$ cat config.mk
export PLATFORM = sky130hd
export DESIGN_NAME = uart_rx_block
export DESIGN_NICKNAME = d
export VERILOG_FILES = /design/src/rtl/uart_pkg.sv /design/src/rtl/uart_line_sync.sv /design/src/rtl/uart_rx_block.sv
export SDC_FILE = /design/constraint.sdc
export NUM_CORES = 1
export LEC_CHECK = 0
export CAP_MARGIN = 20
export CORE_MARGIN = 2
export CORE_UTILIZATION = 50
export DETAILED_ROUTE_END_ITERATION = 12
export GPL_TIMING_DRIVEN = 0
export HOLD_SLACK_MARGIN = 0.03
export PLACE_DENSITY = 0.73
export SETUP_SLACK_MARGIN = 0.2
export SYNTH_ARGS = -nofsm -noshare
export SYNTH_HDL_FRONTEND = slang
export SYNTH_SLANG_ARGS = --single-unit
export TNS_END_PERCENT = 50
$ cat constraint.sdc
create_clock -name clk -period 5.6 [get_ports clk]
set_input_delay 1.4 -clock clk [delete_from_list [all_inputs] [get_ports clk]]
set_output_delay 1.4 -clock clk [all_outputs]
set_load 0.02 [all_outputs]
$ cat src/rtl/uart_pkg.sv
// Shared UART definitions: register bit positions and receiver state encoding.
// The transmit block uses the same package so both share one register map.
package uart_pkg;

  localparam int STAT_VALID     = 0;
  localparam int STAT_OVERRUN   = 1;
  localparam int STAT_FRAME_ERR = 2;
  localparam int STAT_BUSY      = 3;

  localparam int CTRL_ACK       = 0;
  localparam int CTRL_CLR_ERR   = 1;
  localparam int CTRL_RX_EN     = 7;

  typedef enum logic [2:0] {
    RX_IDLE,
    RX_START,
    RX_DATA,
    RX_STOP,
    RX_BREAK
  } rx_state_e;

endpackage

$ cat src/rtl/uart_line_sync.sv
// Two-flop synchronizer (resets to 1) with a registered falling-edge detect.
// A fall is reported only once a genuine high sample has passed through after reset.
module uart_line_sync (
  input  logic clk,
  input  logic rst,
  input  logic async_in,
  output logic level,
  output logic fall
);

  logic       s1;
  logic       s2;
  logic       prev;
  logic [1:0] fill;

  // fill marks when s2 holds a real sample rather than its reset value, so a
  // line held low through reset release cannot look like a start edge
  always_ff @(posedge clk or posedge rst) begin
    if (rst) begin
      s1   <= 1'b1;
      s2   <= 1'b1;
      prev <= 1'b0;
      fill <= 2'b00;
    end else begin
      s1   <= async_in;
      s2   <= s1;
      fill <= {fill[0], 1'b1};
      prev <= s2 & fill[1];
    end
  end

  assign level = s2;
  assign fall  = prev & ~s2;

endmodule

$ cat src/rtl/uart_rx_block.sv
// 8N1 UART receiver presenting each byte on a DATA register with a STATUS byte.
//
// state    | meaning
// RX_IDLE  | waiting for a start edge while enabled
// RX_START | counting to the middle of the start bit to confirm it
// RX_DATA  | sampling 8 data bits, LSB first, one per bit period
// RX_STOP  | sampling the stop bit; commit byte or flag a framing error
// RX_BREAK | line held low after a framing error; wait for it to go high
module uart_rx_block
  import uart_pkg::*;
#(
  parameter int CLKS_PER_BIT = 16
) (
  input  logic       clk,
  input  logic       rst,
  input  logic       line_in,
  input  logic [7:0] control,
  output logic [7:0] data,
  output logic [7:0] status
);

  localparam int CW = $clog2(CLKS_PER_BIT);
  localparam logic [CW-1:0] HALF_TC = CW'(CLKS_PER_BIT / 2 - 1);
  localparam logic [CW-1:0] BIT_TC  = CW'(CLKS_PER_BIT - 1);

  rx_state_e     state;
  rx_state_e     state_n;
  logic [CW-1:0] cnt;
  logic [CW-1:0] cnt_n;
  logic [2:0]    bit_idx;
  logic [2:0]    bit_idx_n;
  logic [7:0]    shift;
  logic [7:0]    shift_n;
  logic [7:0]    data_n;
  logic          valid;
  logic          valid_n;
  logic          overrun;
  logic          overrun_n;
  logic          frame_err;
  logic          frame_err_n;
  logic          busy;
  logic          level;
  logic          fall;

  logic ack;
  logic clr_err;
  logic rx_en;
  logic unused_ctrl;

  assign ack         = control[CTRL_ACK];
  assign clr_err     = control[CTRL_CLR_ERR];
  assign rx_en       = control[CTRL_RX_EN];
  assign unused_ctrl = ^control[6:2];

  uart_line_sync u_line_sync (
    .clk      (clk),
    .rst      (rst),
    .async_in (line_in),
    .level    (level),
    .fall     (fall)
  );

  always_ff @(posedge clk or posedge rst) begin
    if (rst) begin
      state     <= RX_IDLE;
      cnt       <= '0;
      bit_idx   <= 3'd0;
      shift     <= 8'h00;
      data      <= 8'h00;
      valid     <= 1'b0;
      overrun   <= 1'b0;
      frame_err <= 1'b0;
      busy      <= 1'b0;
    end else begin
      state     <= state_n;
      cnt       <= cnt_n;
      bit_idx   <= bit_idx_n;
      shift     <= shift_n;
      data      <= data_n;
      valid     <= valid_n;
      overrun   <= overrun_n;
      frame_err <= frame_err_n;
      busy      <= (state_n != RX_IDLE);
    end
  end

  always_comb begin
    state_n     = state;
    cnt_n       = cnt;
    bit_idx_n   = bit_idx;
    shift_n     = shift;
    data_n      = data;
    valid_n     = valid;
    overrun_n   = overrun;
    frame_err_n = frame_err;

    // clears are applied first so that a same-edge completion or error wins
    if (clr_err) begin
      overrun_n   = 1'b0;
      frame_err_n = 1'b0;
    end
    if (ack) valid_n = 1'b0;

    if (state != RX_IDLE && !rx_en) begin
      state_n   = RX_IDLE;
      cnt_n     = '0;
      bit_idx_n = 3'd0;
    end else begin
      case (state)
        RX_IDLE: begin
          if (rx_en && fall) begin
            state_n = RX_START;
            cnt_n   = '0;
          end
        end
        RX_START: begin
          if (cnt == HALF_TC) begin
            cnt_n     = '0;
            bit_idx_n = 3'd0;
            state_n   = level ? RX_IDLE : RX_DATA;
          end else begin
            cnt_n = cnt + 1'b1;
          end
        end
        RX_DATA: begin
          if (cnt == BIT_TC) begin
            cnt_n            = '0;
            shift_n[bit_idx] = level;
            if (bit_idx == 3'd7) begin
              bit_idx_n = 3'd0;
              state_n   = RX_STOP;
            end else begin
              bit_idx_n = bit_idx + 3'd1;
            end
          end else begin
            cnt_n = cnt + 1'b1;
          end
        end
        RX_STOP: begin
          if (cnt == BIT_TC) begin
            cnt_n = '0;
            if (level) begin
              data_n = shift;
              if (valid && !ack) overrun_n = 1'b1;
              valid_n = 1'b1;
              state_n = RX_IDLE;
            end else begin
              frame_err_n = 1'b1;
              state_n     = RX_BREAK;
            end
          end else begin
            cnt_n = cnt + 1'b1;
          end
        end
        RX_BREAK: begin
          if (level) state_n = RX_IDLE;
        end
        default: state_n = RX_IDLE;
      endcase
    end
  end

  always_comb begin
    status                 = 8'h00;
    status[STAT_VALID]     = valid;
    status[STAT_OVERRUN]   = overrun;
    status[STAT_FRAME_ERR] = frame_err;
    status[STAT_BUSY]      = busy;
  end

endmodule

==> results.yml, run 1 <==
layout:
  n_antenna_cell: 0
  area_growth_pct: 17.98
  fin_area_mm2: 0.002003
  nNetsFinal: 186
  drive_gt1_share_pct: 26.59
drt:
  drt-vias-per-instance: 5.164
  drtIter0Drc: 28
  firstDrtPassIters: 4
  drc: 0
  wl_mm: 2.885
  via_count: 1131
  wl_per_cell_um: 13.17
  postRouteAntennaNets: 0
cts:
  cts_root_buffer: "clkbuf_4"
  cts.path.max_buffers: 2
  clock_sinks: 35
  cts_tree: "built"
  post_cts_buffers: 0
  cts_inserted_buffers: 5
  clkLatencyLatePin_ps: 330
  htree_levels: 2
  clk_pin_slew_ps: 100
  post_cts_resized: 0
  cts_hold_buf: 0
logic_synthesis:
  synth_most_common_cell: "dfrtp_1"
  yosysSeqAreaShare_pct: 51.73
  synth_cell_type_count: 40
  synthArstFlopShare_pct: 100.0
  postSynthAreaPerCell_um2: 11.71
  synth_edf_count: 0
  synth_top_area_share_pct: 48.64
  synth_top_area_cell: "dfrtp_1"
  ys.flop_type: "dfrtp_1"
  synth_common_cells: "dfrtp_1 (33), mux2_2 (18), buf_4 (10)"
  syn_area_mm2: 0.001698
  ys_warn_count: 0
  synthTopCellsByArea: "dfrtp_1 (49%), mux2_2 (12%), buf_4 (4.4%)"
  synth_cells: 145
  synth-seq-cells: 35
power:
  ir_drop_mv: 0.1292
  p_leak_nw: 0.9385
  power_density_mw_per_mm2: 244.8
global_routing:
  track_usage_pct: 16.52
  grt_pass1_wl_mm: 5.071
  grt_max_degree: 24
  gr-total-overflow: 0
  first_global_vias: 1148
  antenna_found_initial: 0
floorplan:
  rows: 21
  die_w_um: 62.28
  die_y_um: 62.28
  start_util_pct: 51.28
  ios: 27
  core_mm2: 0.003311
  die-area_mm2: 0.003878
critical_path:
  startpoint_type: "flip-flop"
  end_kind: "output port"
  r2r_start: "cnt[0]"
  r2r_setup_slack_ps: 3600
  critical_path_class: "flip-flop to output port"
  reg2regPathDepth: 5
  crit_required_ps: 4200
  rr_endpoint: "shift[2]"
  arrival_ps: 1390
  crit_fanout: 2
placement:
  post_dp_cell_area_mm2: 0.001954
  io_buffer_count: 16
  gp_congestion: 0.9095
  hpwl_mm: 2.156
sta:
  max_freq_mhz: 358.5
  skew_ps: 12.01
  hold_viol: 0
  slew_headroom_pct: 63.07
  tns_ps: 0
  fin_crit_sh_pct: 49.81
  worst_slew_pin_slew_ps: 553.3
  rsz0062_at_grt: "no"
  layout_min_cycle_time_ps: 2790
  final_max_slew_viol_count: 0
  setup_violations: 0
min_path:
  hold_start: "u_line_sync.fill[0]"
  hold_class: "flip-flop to flip-flop"
  hold_depth: 0
  whs_endpoint: "u_line_sync.fill[1]"
run_status:
  outcome: "finished clean"
flow_run:
  cap_violations: 0
[power by group]
group | switching, W | internal (W) | total (W)
Sequential | 0.0000103 | 0.000268 | 0.000278
Clock | 0.0000765 | 0.0000500 | 0.000127
Combinational | 0.0000467 | 0.0000393 | 0.0000860
[routing by layer]
metal	up-vias	GRT usage (%)	routed length, µm
met1	537	20.41	1285
met3	8	5.797	152
met4	0	6.944	66
li1	549	-	-
met2	37	26.49	1380
met5	-	0	0
[area by class of cell]
type / instances / area [µm²]
buffer: 16 / 107.6
clock buffer: 8 / 48.80
fill: 280 / 1308
inverter: 4 / 15.01
multi-input combinational: 93 / 708.2
sequential: 35 / 878.3
tap: 46 / 57.56
timing repair buffer: 17 / 187.7
[sequential cells by signal, indices dropped and copies added (netlist names)]
register,count
shift,8
frame_err,1
u_line_sync.s1,1
data,8
overrun,1
valid,1
u_line_sync.prev,1
state,3
u_line_sync.level,1
u_line_sync.fill,2
busy,1
cnt,4
bit_idx,3
[metrics by stage]
stage	total power [W]	utilization, %	hold slack, ps	instances	setup WS [ps]
2_1_floorplan	0.0003438	-	331.2	148	2890
3_3_place_gp	0.0003614	58.20	335.2	210	2708
3_5_place_dp	0.0003689	59.03	338.9	211	2760
4_1_cts	0.0004956	60.51	360.7	219	2790
5_1_grt	0.0005232	60.51	367.1	219	2737
6_report	0.0004904	60.51	357.5	219	2810
[worst max-delay path, stage by stage, from the launching register on]
cell,delay [ps]
dfrtp_1,370
buf_4,110
clkdlybuf4s50_1,590
[logic make-up (layout without fill, tap and decap cells)]
group / count (synthesis) / after routing / synth area share (%)
compound gates: 19 / 19 / 8.034
xor+xnor: 1 / 1 / 0.5159
fa+ha+maj: 3 / 3 / 2.211
buf+inv: 20 / 45 / 7.221
flops: 35 / 35 / 51.73
mux: 19 / 19 / 12.60
other cells: 2 / 5 / 0.4423
simple gates: 46 / 46 / 17.24
[layout by cell type (no fill, tap or decap), drive strengths merged, types with 2 or more instances in the layout]
| cell type | count |
|---|---|
| mux2 | 19 |
| dfstp | 2 |
| nand3 | 6 |
| nor2 | 6 |
| clkbuf | 10 |
| o21ai | 6 |
| a41oi | 2 |
| nor3 | 5 |
| nand3b | 3 |
| nand2 | 9 |
| a22o | 3 |
| dfrtp | 33 |
| ha | 3 |
| buf | 15 |
| and3 | 3 |
| nand2b | 3 |
| nor3b | 4 |
| clkdlybuf4s50 | 16 |
| conb | 5 |
| and2 | 2 |
| inv | 4 |
[worst max path at each step]
stage               start         to  slack, ps  depth (start not counted)
2_1_floorplan  control[7]   shift[2]       2890                          5
3_3_place_gp          rst  frame_err       2710                          2
3_5_place_dp   control[7]   shift[2]       2760                          5
4_1_cts         frame_err  status[2]       2790                          2
5_1_grt             valid  status[0]       2740                          2
6_report        frame_err  status[2]       2810                          2
No activity file was read; power rests on OpenSTA's default activity.
==> run 2: changes to the inputs <==
CORE_UTILIZATION = 47   (was 50)
PLACE_DENSITY = 0.72   (was 0.73)
clock period = 2.3 ns   (was 5.6 ns; I/O delays follow)
==> results.yml, run 2 (synthesis results as in run 1) <==
sta:
  layout_min_cycle_time_ps: 1975
  hold_viol: 0
  fin_crit_sh_pct: 85.87
  slew_headroom_pct: 49.94
  tns_ps: 0
  max_freq_mhz: 506.3
  rsz0062_at_grt: "no"
  skew_ps: 7.568
  final_max_slew_viol_count: 0
  worst_slew_pin_slew_ps: 750.1
  setup_violations: 0
layout:
  top_regs: "data: 8 flops, shift: 8 flops, cnt: 4 flops"
  drive_gt1_share_pct: 28.32
  mostFrequentLayoutCell: "dfrtp_1"
  nFillCells: 300
  n_antenna_cell: 0
  layout_common_cells: "dfrtp_1 (33), mux2_2 (18), clkdlybuf4s50_1 (16)"
  nNetsFinal: 186
  area_growth_pct: 21.37
  fin_area_mm2: 0.002061
cts:
  cts_hold_buf: 0
  clkLatencyLatePin_ps: 350
  post_cts_resized: 0
  clk_pin_slew_ps: 110
  cts_inserted_buffers: 5
  cts.path.max_buffers: 2
  cts_root_buffer: "clkbuf_4"
  clock_sinks: 35
  htree_levels: 2
  cts_tree: "built"
  post_cts_buffers: 0
critical_path:
  r2r_start: "cnt[0]"
  critical_path_class: "flip-flop to output port"
  crit_required_ps: 1730
  arrival_ps: 1400
  crit_fanout: 2
  end_kind: "output port"
  crit_start: "valid"
  startpoint_type: "flip-flop"
floorplan:
  start_util_pct: 49.71
  core_mm2: 0.003416
  die-area_mm2: 0.004109
  die_y_um: 64.11
  die_w_um: 64.11
  rows: 21
  ios: 27
drt:
  drt-vias-per-instance: 5.151
  postRouteAntennaNets: 0
  firstDrtPassIters: 4
  wl_per_cell_um: 13.58
  wl_mm: 2.975
  drtIter0Drc: 27
  drc: 0
  via_count: 1128
min_path:
  hold_class: "flip-flop to flip-flop"
  hold_start: "u_line_sync.fill[0]"
global_routing:
  antenna_found_initial: 0
  grt_pass1_wl_mm: 5.313
  grt_max_degree: 19
  gr-total-overflow: 0
  track_usage_pct: 17.16
  first_global_vias: 1181
placement:
  hpwl_mm: 2.139
  io_buffer_count: 16
  gp_congestion: 0.9123
  post_dp_cell_area_mm2: 0.001954
power:
  power_density_mw_per_mm2: 696.5
  p_leak_nw: 0.9644
  ir_drop_mv: 0.3535
run_status:
  outcome: "finished clean"
flow_run:
  cap_violations: 0
## run 2: area by class of cell
cell class              instances  area [µm²]  area share (%)
plain buffers                  16       107.6           5.222
clock buffers                   6       41.29           2.004
clock inverters                 2       60.06           2.914
inverters                       4       15.01          0.7286
multi-input cells              93       713.2           34.61
flip-flops and latches         35       878.3           42.62
well taps                      46       57.56           2.793
repair buffers                 17       187.7           9.107
## run 2: routing by layer
layer / vias up / global-route usage [%] / wire [µm]
met1: 537 / 21.11 / 1344
li1: 550 / - / -
met5: - / 0 / 0
met4: 0 / 6.117 / 46
met3: 6 / 6.690 / 205
met2: 35 / 27.47 / 1379
## run 2: power breakdown
| part | internal [W] | switching (W) | total [W] |
|---|---|---|---|
| clock network | 0.000339 | 0.000211 | 0.000550 |
| logic | 0.0000958 | 0.000113 | 0.000209 |
| registers | 0.000652 | 0.0000248 | 0.000676 |
| total | 0.00109 | 0.000349 | 0.00144 |
## run 2: worst max-delay path, stage by stage, from the launching register on
cell and delay (ps):
dfrtp_1 370, buf_4 100, clkdlybuf4s50_1 580
## run 2: final timing paths
kind                                  endpoint  slack, ps  depth (start not counted)
max                                  status[0]        320                          2
min                        u_line_sync.fill[1]        360                          0
max reg2reg                           shift[4]        370                          5
min reg2reg                u_line_sync.fill[1]        360                          0
max in group asynchronous    u_line_sync.level       1030                          3
min in group asynchronous             shift[3]        640                          2
## run 2: metrics by stage
stage | hold slack (ps) | worst slack (ps) | cells | total power (W) | utilization, %
after global placement | 334.5 | 227.0 | 210 | 0.0008801 | 56.41
after global routing | 355.1 | 249.8 | 219 | 0.001515 | 60.33
final | 358.7 | 324.9 | 219 | 0.001435 | 60.33
after detailed placement | 341.9 | 296.4 | 211 | 0.0008942 | 57.22
after CTS | 363.1 | 307.6 | 219 | 0.001441 | 60.18
after floorplan | 331.2 | 414.7 | 148 | 0.0008371 | -
